## src/rtl/multi_digit_bcd_display_pkg.sv

```systemverilog
// Shared definitions for the BCD display block: segment codes, FSM state
// encodings and a constant helper for the decimal overflow limit.
package multi_digit_bcd_display_pkg;

  // Active-high segment codes, bit order {g,f,e,d,c,b,a}
  localparam logic [6:0] SEG_0     = 7'b0111111;
  localparam logic [6:0] SEG_1     = 7'b0000110;
  localparam logic [6:0] SEG_2     = 7'b1011011;
  localparam logic [6:0] SEG_3     = 7'b1001111;
  localparam logic [6:0] SEG_4     = 7'b1100110;
  localparam logic [6:0] SEG_5     = 7'b1101101;
  localparam logic [6:0] SEG_6     = 7'b1111101;
  localparam logic [6:0] SEG_7     = 7'b0000111;
  localparam logic [6:0] SEG_8     = 7'b1111111;
  localparam logic [6:0] SEG_9     = 7'b1101111;
  localparam logic [6:0] SEG_BLANK = 7'b0000000;
  localparam logic [6:0] SEG_DASH  = 7'b1000000;

  typedef enum logic [1:0] {
    ST_IDLE   = 2'd0,
    ST_SHIFT  = 2'd1,
    ST_UPDATE = 2'd2
  } state_t;

  // 10**n, used to decide at capture time whether a value fits the digits
  function automatic logic [63:0] pow10(input int n);
    logic [63:0] r;
    r = 64'd1;
    for (int i = 0; i < n; i++) begin
      r = r * 64'd10;
    end
    return r;
  endfunction

endpackage

```

## src/rtl/multi_digit_bcd_display_seg7_encode.sv

```systemverilog
// One decimal digit to active-high seven-segment code. Non-decimal nibbles
// render blank so a corrupted digit never shows a misleading number.
module seg7_encode
  import multi_digit_bcd_display_pkg::*;
(
  input  logic [3:0] digit,
  input  logic       blank,
  output logic [6:0] seg
);

  // Map the digit to its segment pattern, forcing blank when requested
  always_comb begin
    seg = SEG_BLANK;
    if (blank) begin
      seg = SEG_BLANK;
    end else begin
      case (digit)
        4'd0:    seg = SEG_0;
        4'd1:    seg = SEG_1;
        4'd2:    seg = SEG_2;
        4'd3:    seg = SEG_3;
        4'd4:    seg = SEG_4;
        4'd5:    seg = SEG_5;
        4'd6:    seg = SEG_6;
        4'd7:    seg = SEG_7;
        4'd8:    seg = SEG_8;
        4'd9:    seg = SEG_9;
        default: seg = SEG_BLANK;
      endcase
    end
  end

endmodule

```

## src/rtl/multi_digit_bcd_display.sv

```systemverilog
// Binary to multi-digit seven-segment display driver. A sequential
// double-dabble converts one bit per clock; the displayed result only
// changes in the UPDATE state so the panel never flickers mid-conversion.
module multi_digit_bcd_display
  import multi_digit_bcd_display_pkg::*;
#(
  parameter int BIN_WIDTH  = 10,
  parameter int DIGITS     = 3,
  parameter int BLANK_LEAD = 1,
  parameter int ACTIVE_LOW = 0
) (
  input  logic                  clk,
  input  logic                  reset,
  input  logic [BIN_WIDTH-1:0]  value,
  input  logic                  load,
  input  logic                  enable,
  output logic                  busy,
  output logic                  done,
  output logic                  overflow,
  output logic [7*DIGITS-1:0]   hex
);

  localparam int CW = $clog2(BIN_WIDTH + 1);
  localparam int HW = 7 * DIGITS;
  localparam int BW4 = 4 * DIGITS;
  localparam logic [63:0]   LIMIT    = pow10(DIGITS);
  localparam logic [HW-1:0] POL_MASK = {HW{(ACTIVE_LOW != 0)}};
  localparam logic [HW-1:0] DASH_ALL = {DIGITS{SEG_DASH}};

  state_t                state_r, state_nxt_s;
  logic [BIN_WIDTH-1:0]  bin_r, bin_nxt_s;
  logic [BW4-1:0]        bcd_r, bcd_nxt_s, bcd_adj_s;
  logic [CW-1:0]         cnt_r, cnt_nxt_s;
  logic                  busy_r, busy_nxt_s;
  logic                  done_r, done_nxt_s;
  logic                  ovf_r, ovf_nxt_s;
  logic                  ovf_cap_r, ovf_cap_nxt_s;
  logic [HW-1:0]         hex_r, hex_nxt_s;
  logic [HW-1:0]         enc_s;
  logic [DIGITS-1:0]     blank_s;

  // Double-dabble adjust: every nibble of 5 or more gets +3 before the shift
  always_comb begin
    bcd_adj_s = bcd_r;
    for (int k = 0; k < DIGITS; k++) begin
      if (bcd_r[4*k +: 4] >= 4'd5) begin
        bcd_adj_s[4*k +: 4] = bcd_r[4*k +: 4] + 4'd3;
      end else begin
        bcd_adj_s[4*k +: 4] = bcd_r[4*k +: 4];
      end
    end
  end

  // Leading-zero blanking: a digit blanks when it and all above it are zero;
  // digit 0 always shows so a zero result reads "0"
  always_comb begin : blank_calc
    logic zero_above;
    zero_above = 1'b1;
    blank_s    = '0;
    for (int k = DIGITS - 1; k >= 0; k--) begin
      zero_above = zero_above && (bcd_r[4*k +: 4] == 4'd0);
      if ((BLANK_LEAD != 0) && zero_above && (k != 0)) begin
        blank_s[k] = 1'b1;
      end else begin
        blank_s[k] = 1'b0;
      end
    end
  end

  for (genvar g = 0; g < DIGITS; g++) begin : g_enc
    seg7_encode u_enc (
      .digit (bcd_r[4*g +: 4]),
      .blank (blank_s[g]),
      .seg   (enc_s[7*g +: 7])
    );
  end

  // Next-state and datapath logic for IDLE -> SHIFT -> UPDATE
  always_comb begin
    state_nxt_s   = state_r;
    bin_nxt_s     = bin_r;
    bcd_nxt_s     = bcd_r;
    cnt_nxt_s     = cnt_r;
    busy_nxt_s    = busy_r;
    done_nxt_s    = 1'b0;
    ovf_nxt_s     = ovf_r;
    ovf_cap_nxt_s = ovf_cap_r;
    hex_nxt_s     = hex_r;
    case (state_r)
      ST_IDLE: begin
        if (load) begin
          bin_nxt_s     = value;
          bcd_nxt_s     = '0;
          cnt_nxt_s     = '0;
          busy_nxt_s    = 1'b1;
          ovf_cap_nxt_s = (64'(value) >= LIMIT);
          state_nxt_s   = ST_SHIFT;
        end else begin
          state_nxt_s   = ST_IDLE;
        end
      end
      ST_SHIFT: begin
        {bcd_nxt_s, bin_nxt_s} = {bcd_adj_s, bin_r} << 1;
        cnt_nxt_s = cnt_r + CW'(1);
        if (cnt_r == CW'(BIN_WIDTH - 1)) begin
          state_nxt_s = ST_UPDATE;
        end else begin
          state_nxt_s = ST_SHIFT;
        end
      end
      ST_UPDATE: begin
        if (ovf_cap_r) begin
          hex_nxt_s = DASH_ALL;
        end else begin
          hex_nxt_s = enc_s;
        end
        ovf_nxt_s   = ovf_cap_r;
        done_nxt_s  = 1'b1;
        busy_nxt_s  = 1'b0;
        state_nxt_s = ST_IDLE;
      end
      default: begin
        busy_nxt_s  = 1'b0;
        state_nxt_s = ST_IDLE;
      end
    endcase
  end

  // State and result registers; reset aborts any conversion silently
  always_ff @(posedge clk or negedge reset) begin
    if (!reset) begin
      state_r   <= ST_IDLE;
      bin_r     <= '0;
      bcd_r     <= '0;
      cnt_r     <= '0;
      busy_r    <= 1'b0;
      done_r    <= 1'b0;
      ovf_r     <= 1'b0;
      ovf_cap_r <= 1'b0;
      hex_r     <= '0;
    end else begin
      state_r   <= state_nxt_s;
      bin_r     <= bin_nxt_s;
      bcd_r     <= bcd_nxt_s;
      cnt_r     <= cnt_nxt_s;
      busy_r    <= busy_nxt_s;
      done_r    <= done_nxt_s;
      ovf_r     <= ovf_nxt_s;
      ovf_cap_r <= ovf_cap_nxt_s;
      hex_r     <= hex_nxt_s;
    end
  end

  assign busy     = busy_r;
  assign done     = done_r;
  assign overflow = ovf_r;
  // Display enable gates the held result straight through, polarity applied last
  assign hex      = enable ? (hex_r ^ POL_MASK) : POL_MASK;

endmodule
```

## config.mk

```make
export PLATFORM = sky130hd
export DESIGN_NAME = multi_digit_bcd_display
export DESIGN_NICKNAME = d
export VERILOG_FILES = /design/src/rtl/multi_digit_bcd_display_pkg.sv /design/src/rtl/multi_digit_bcd_display_seg7_encode.sv /design/src/rtl/multi_digit_bcd_display.sv
export SDC_FILE = /design/constraint.sdc
export NUM_CORES = 1
export LEC_CHECK = 0
export CAP_MARGIN = 20
export CORE_MARGIN = 1
export CORE_UTILIZATION = 46
export DETAILED_ROUTE_END_ITERATION = 7
export GPL_TIMING_DRIVEN = 0
export PLACE_DENSITY_LB_ADDON = 0.05
export SLEW_MARGIN = 15
export SYNTH_ARGS = -nofsm -noshare
export SYNTH_HDL_FRONTEND = slang
export SYNTH_SLANG_ARGS = --single-unit
```

## constraint.sdc

```tcl
create_clock -name clk -period 1.9 [get_ports clk]
set_clock_uncertainty 0.15 [all_clocks]
set_input_delay 0.19 -clock clk [delete_from_list [all_inputs] [get_ports clk]]
set_output_delay 0.19 -clock clk [all_outputs]
set_load 0.01 [all_outputs]
```

==> results.sh, run 1 <==
export IMPL_synth_most_common_cell="dfrtp_1"
export IMPL_nets=410
export IMPL_clockBufferDepth=2
export IMPL_postLayoutCoreUtil=0.593
export IMPL_drtAntennaViolNets=0
export IMPL_fin_crit_sh=0.965
export IMPL_cts_tree="done"
export IMPL_yosys_area_top_type_share=0.447
export IMPL_p_per_area_nw_per_um2=1320
export IMPL_drt_iter0_markers=92
export IMPL_rows=28
export IMPL_core_area_sq_um=6060
export IMPL_viasPerCell=5.22
export IMPL_io_pins=38
export IMPL_power_leakage_nw=1.72
export IMPL_slew_headroom=0.551
export IMPL_antenna_cells=0
export IMPL_crit_required_ns=1.56
export IMPL_grt_pass1_vias=2199
export IMPL_path_max_fanout=10
export IMPL_setup_worst_path_class="in2out"
export IMPL_synth_cell_area_sq_um=2970
export IMPL_dpl_instance_area_sq_um=3430
export IMPL_die_height_um=82.3
export IMPL_async_flop_share=1.00
export IMPL_slew_viol_final=0
export IMPL_dp_cells=439
export IMPL_yosysTopAreaCell="dfrtp_1"
export IMPL_yosys_register_bits=53
export IMPL_grt_max_degree=54
export IMPL_ys_types=38
export IMPL_finalSetupViolations=0
export IMPL_rr_worst_depth=6
export IMPL_hpwl_um=4330
export IMPL_yosysWarnings=0
export IMPL_cp_arrival_ns=1.49
export IMPL_grt_remaining_overflow=0
export IMPL_status="complete, no violations"
export IMPL_rsz0062_at_grt="no"
export IMPL_cts_buffers=5
export IMPL_drive_above_1_share=0.0955
export IMPL_finalInstanceArea_sq_um=3590
export IMPL_setup_tns_ns=0
export IMPL_wl_um=6220
export IMPL_gr_usage_all_layers=0.210
export IMPL_syn_area_per_cell_sq_um=9.07
export IMPL_synth_commonest_cells="53 x dfrtp_1, 49 x nand2_1, 40 x o21ai_0, 21 x and2_1, 20 x ha_1"
export IMPL_min_path_type="in2async"
export IMPL_clkSinkCount=53
export IMPL_cts_max_level=2
export IMPL_cap_viol_max_count=0
export IMPL_drc=0
export IMPL_grt_pass1_wl_um=10500
export IMPL_peakVddDrop_v=0.000621
export IMPL_cp_start_kind="input port"
export IMPL_num_vias=2361
export IMPL_worstMarginPinSlew_ns=0.673
export IMPL_wl_per_cell_um=13.8
export IMPL_hold_viol=0
export IMPL_hold_slack_ns=0.310
export IMPL_cts_root_buf="clkbuf_8"
export IMPL_syn_inst=327
export IMPL_start_util=0.489
export IMPL_insertion_delay_ns=0.32
export IMPL_path_clk_slew_ns=0.10
export IMPL_port_buffers=37
export IMPL_yosys_top_cells_area="dfrtp_1 45%, ha_1 8.4%, o21ai_0 6.8%"
export IMPL_fmax_ghz=0.545
export IMPL_firstDrtPassIters=4
export IMPL_antenna_found_initial=0
export IMPL_nFillCells=576
export IMPL_die_area_sq_um=6770
export IMPL_cp_end_kind="output pin"
export IMPL_ys_seq_area_frac=0.447
export IMPL_die_x_um=82.3
export IMPL_synth_edf_count=0
export IMPL_synth_nets=361
export IMPL_ys_flop_type="dfrtp_1"
export IMPL_fin_cells=452
export IMPL_finalCriticalPeriod_ns=1.83
export IMPL_syn2layout_area_growth_pct=21.2
export IMPL_gp_congestion=0.785
path summary, 6_finish.rpt:
path	start	endpoint	slack, ns
hold / removal	reset	bcd_r[11]	0.31
min in group clk	hex_r[11]	hex_r[11]	0.32
max in group asynchronous	reset	bcd_r[4]	0.81
hold reg to reg	hex_r[11]	hex_r[11]	0.32
setup / recovery	enable	hex[18]	0.07
setup reg to reg	bcd_r[1]	bcd_r[2]	0.12
placed cells by master, fill, tap and decap left out, types with 4 or more instances in the layout:
cell type / n
inv_1: 9
a22oi_1: 8
clkbuf_8: 5
buf_4: 8
ha_1: 19
dfrtp_1: 50
o31ai_1: 4
nand2b_1: 16
xnor2_1: 4
nor2_1: 17
nor2b_1: 6
buf_2: 7
nand2_1: 49
dlymetal6s2s_1: 8
clkdlybuf4s50_1: 28
a21oi_1: 18
a22o_1: 7
and2_1: 21
clkbuf_1: 12
o21ai_0: 40
metal layers:
metal / track usage / vias up / routed length [um]
li1: - / 1207 / -
met1: 0.282 / 1099 / 3000
met2: 0.337 / 49 / 2910
met3: 0.0396 / 6 / 235
met4: 0.0789 / 0 / 82
met5: 0 / - / 0
report_power, final:
part           internal (mW)  leakage, nW  total [mW]  switching, mW
sequential              1.52        0.689        1.79          0.267
clock                  0.262       0.0385       0.641          0.379
combinational           1.04        0.997        2.32           1.28
total                   2.83         1.72        4.75           1.92
flip-flops by register name (all words and copies together) (netlist names):
register   cells
bin_r         10
state_r        2
busy           1
hex_r         21
overflow       1
ovf_cap_r      1
cnt_r          4
bcd_r         12
done           1
kinds of logic (layout without fill, tap and decap cells):
logic type / Yosys count / in the layout / share of synthesized area
AND/OR/NAND/NOR: 125 / 125 / 0.214
AO/OA/AOI/OAI: 92 / 92 / 0.194
flip-flops: 53 / 53 / 0.447
buffers and inverters: 32 / 82 / 0.0447
adder cells (fa/ha/maj): 20 / 20 / 0.0844
XOR/XNOR: 4 / 4 / 0.0118
multiplexers: 1 / 1 / 0.00338
cell type report:
| class | instances | area, sq um | area share |
|---|---|---|---|
| Clock inverter | 1 | 7.51 | 0.00209 |
| Multi-Input combinational cell | 242 | 1520 | 0.423 |
| Sequential cell | 53 | 1330 | 0.370 |
| Timing Repair Buffer | 42 | 428 | 0.119 |
| Tap cell | 75 | 93.8 | 0.0261 |
| Inverter | 12 | 45.0 | 0.0125 |
| Clock buffer | 7 | 76.3 | 0.0212 |
| Buffer | 20 | 95.1 | 0.0265 |
repair_timing:
item	4_1_cts	5_1_grt
endpoints found under the setup margin	25	28
resized for setup	6	17
setup buffers	4	0
hold buffers	1	0
pin swaps	0	1
hold endpoints to repair	53	0
through the flow:
| step | worst slack, ns | total power [mW] |
|---|---|---|
| floorplan | 0.0616 | 3.39 |
| global placement | -1.22 | 4.01 |
| detailed placement | -0.148 | 4.07 |
| CTS | 0.000247 | 4.77 |
| global route | 0.00155 | 5.20 |
| finish | 0.0665 | 4.75 |
worst max-delay path, stage by stage:
cell and delay (ns):
clkdlybuf4s50_1 0.50, buf_4 0.16, and2_1 0.12, clkdlybuf4s50_1 0.52
Note: power is estimated with default switching activity, not from simulation.
==> run 2, diff against run 1 <==
ABC_CLOCK_PERIOD_IN_PS = 1900   (was unset)
==> results of run 2 <==
The final DEF is identical to that of run 1; final timing and power are the same.
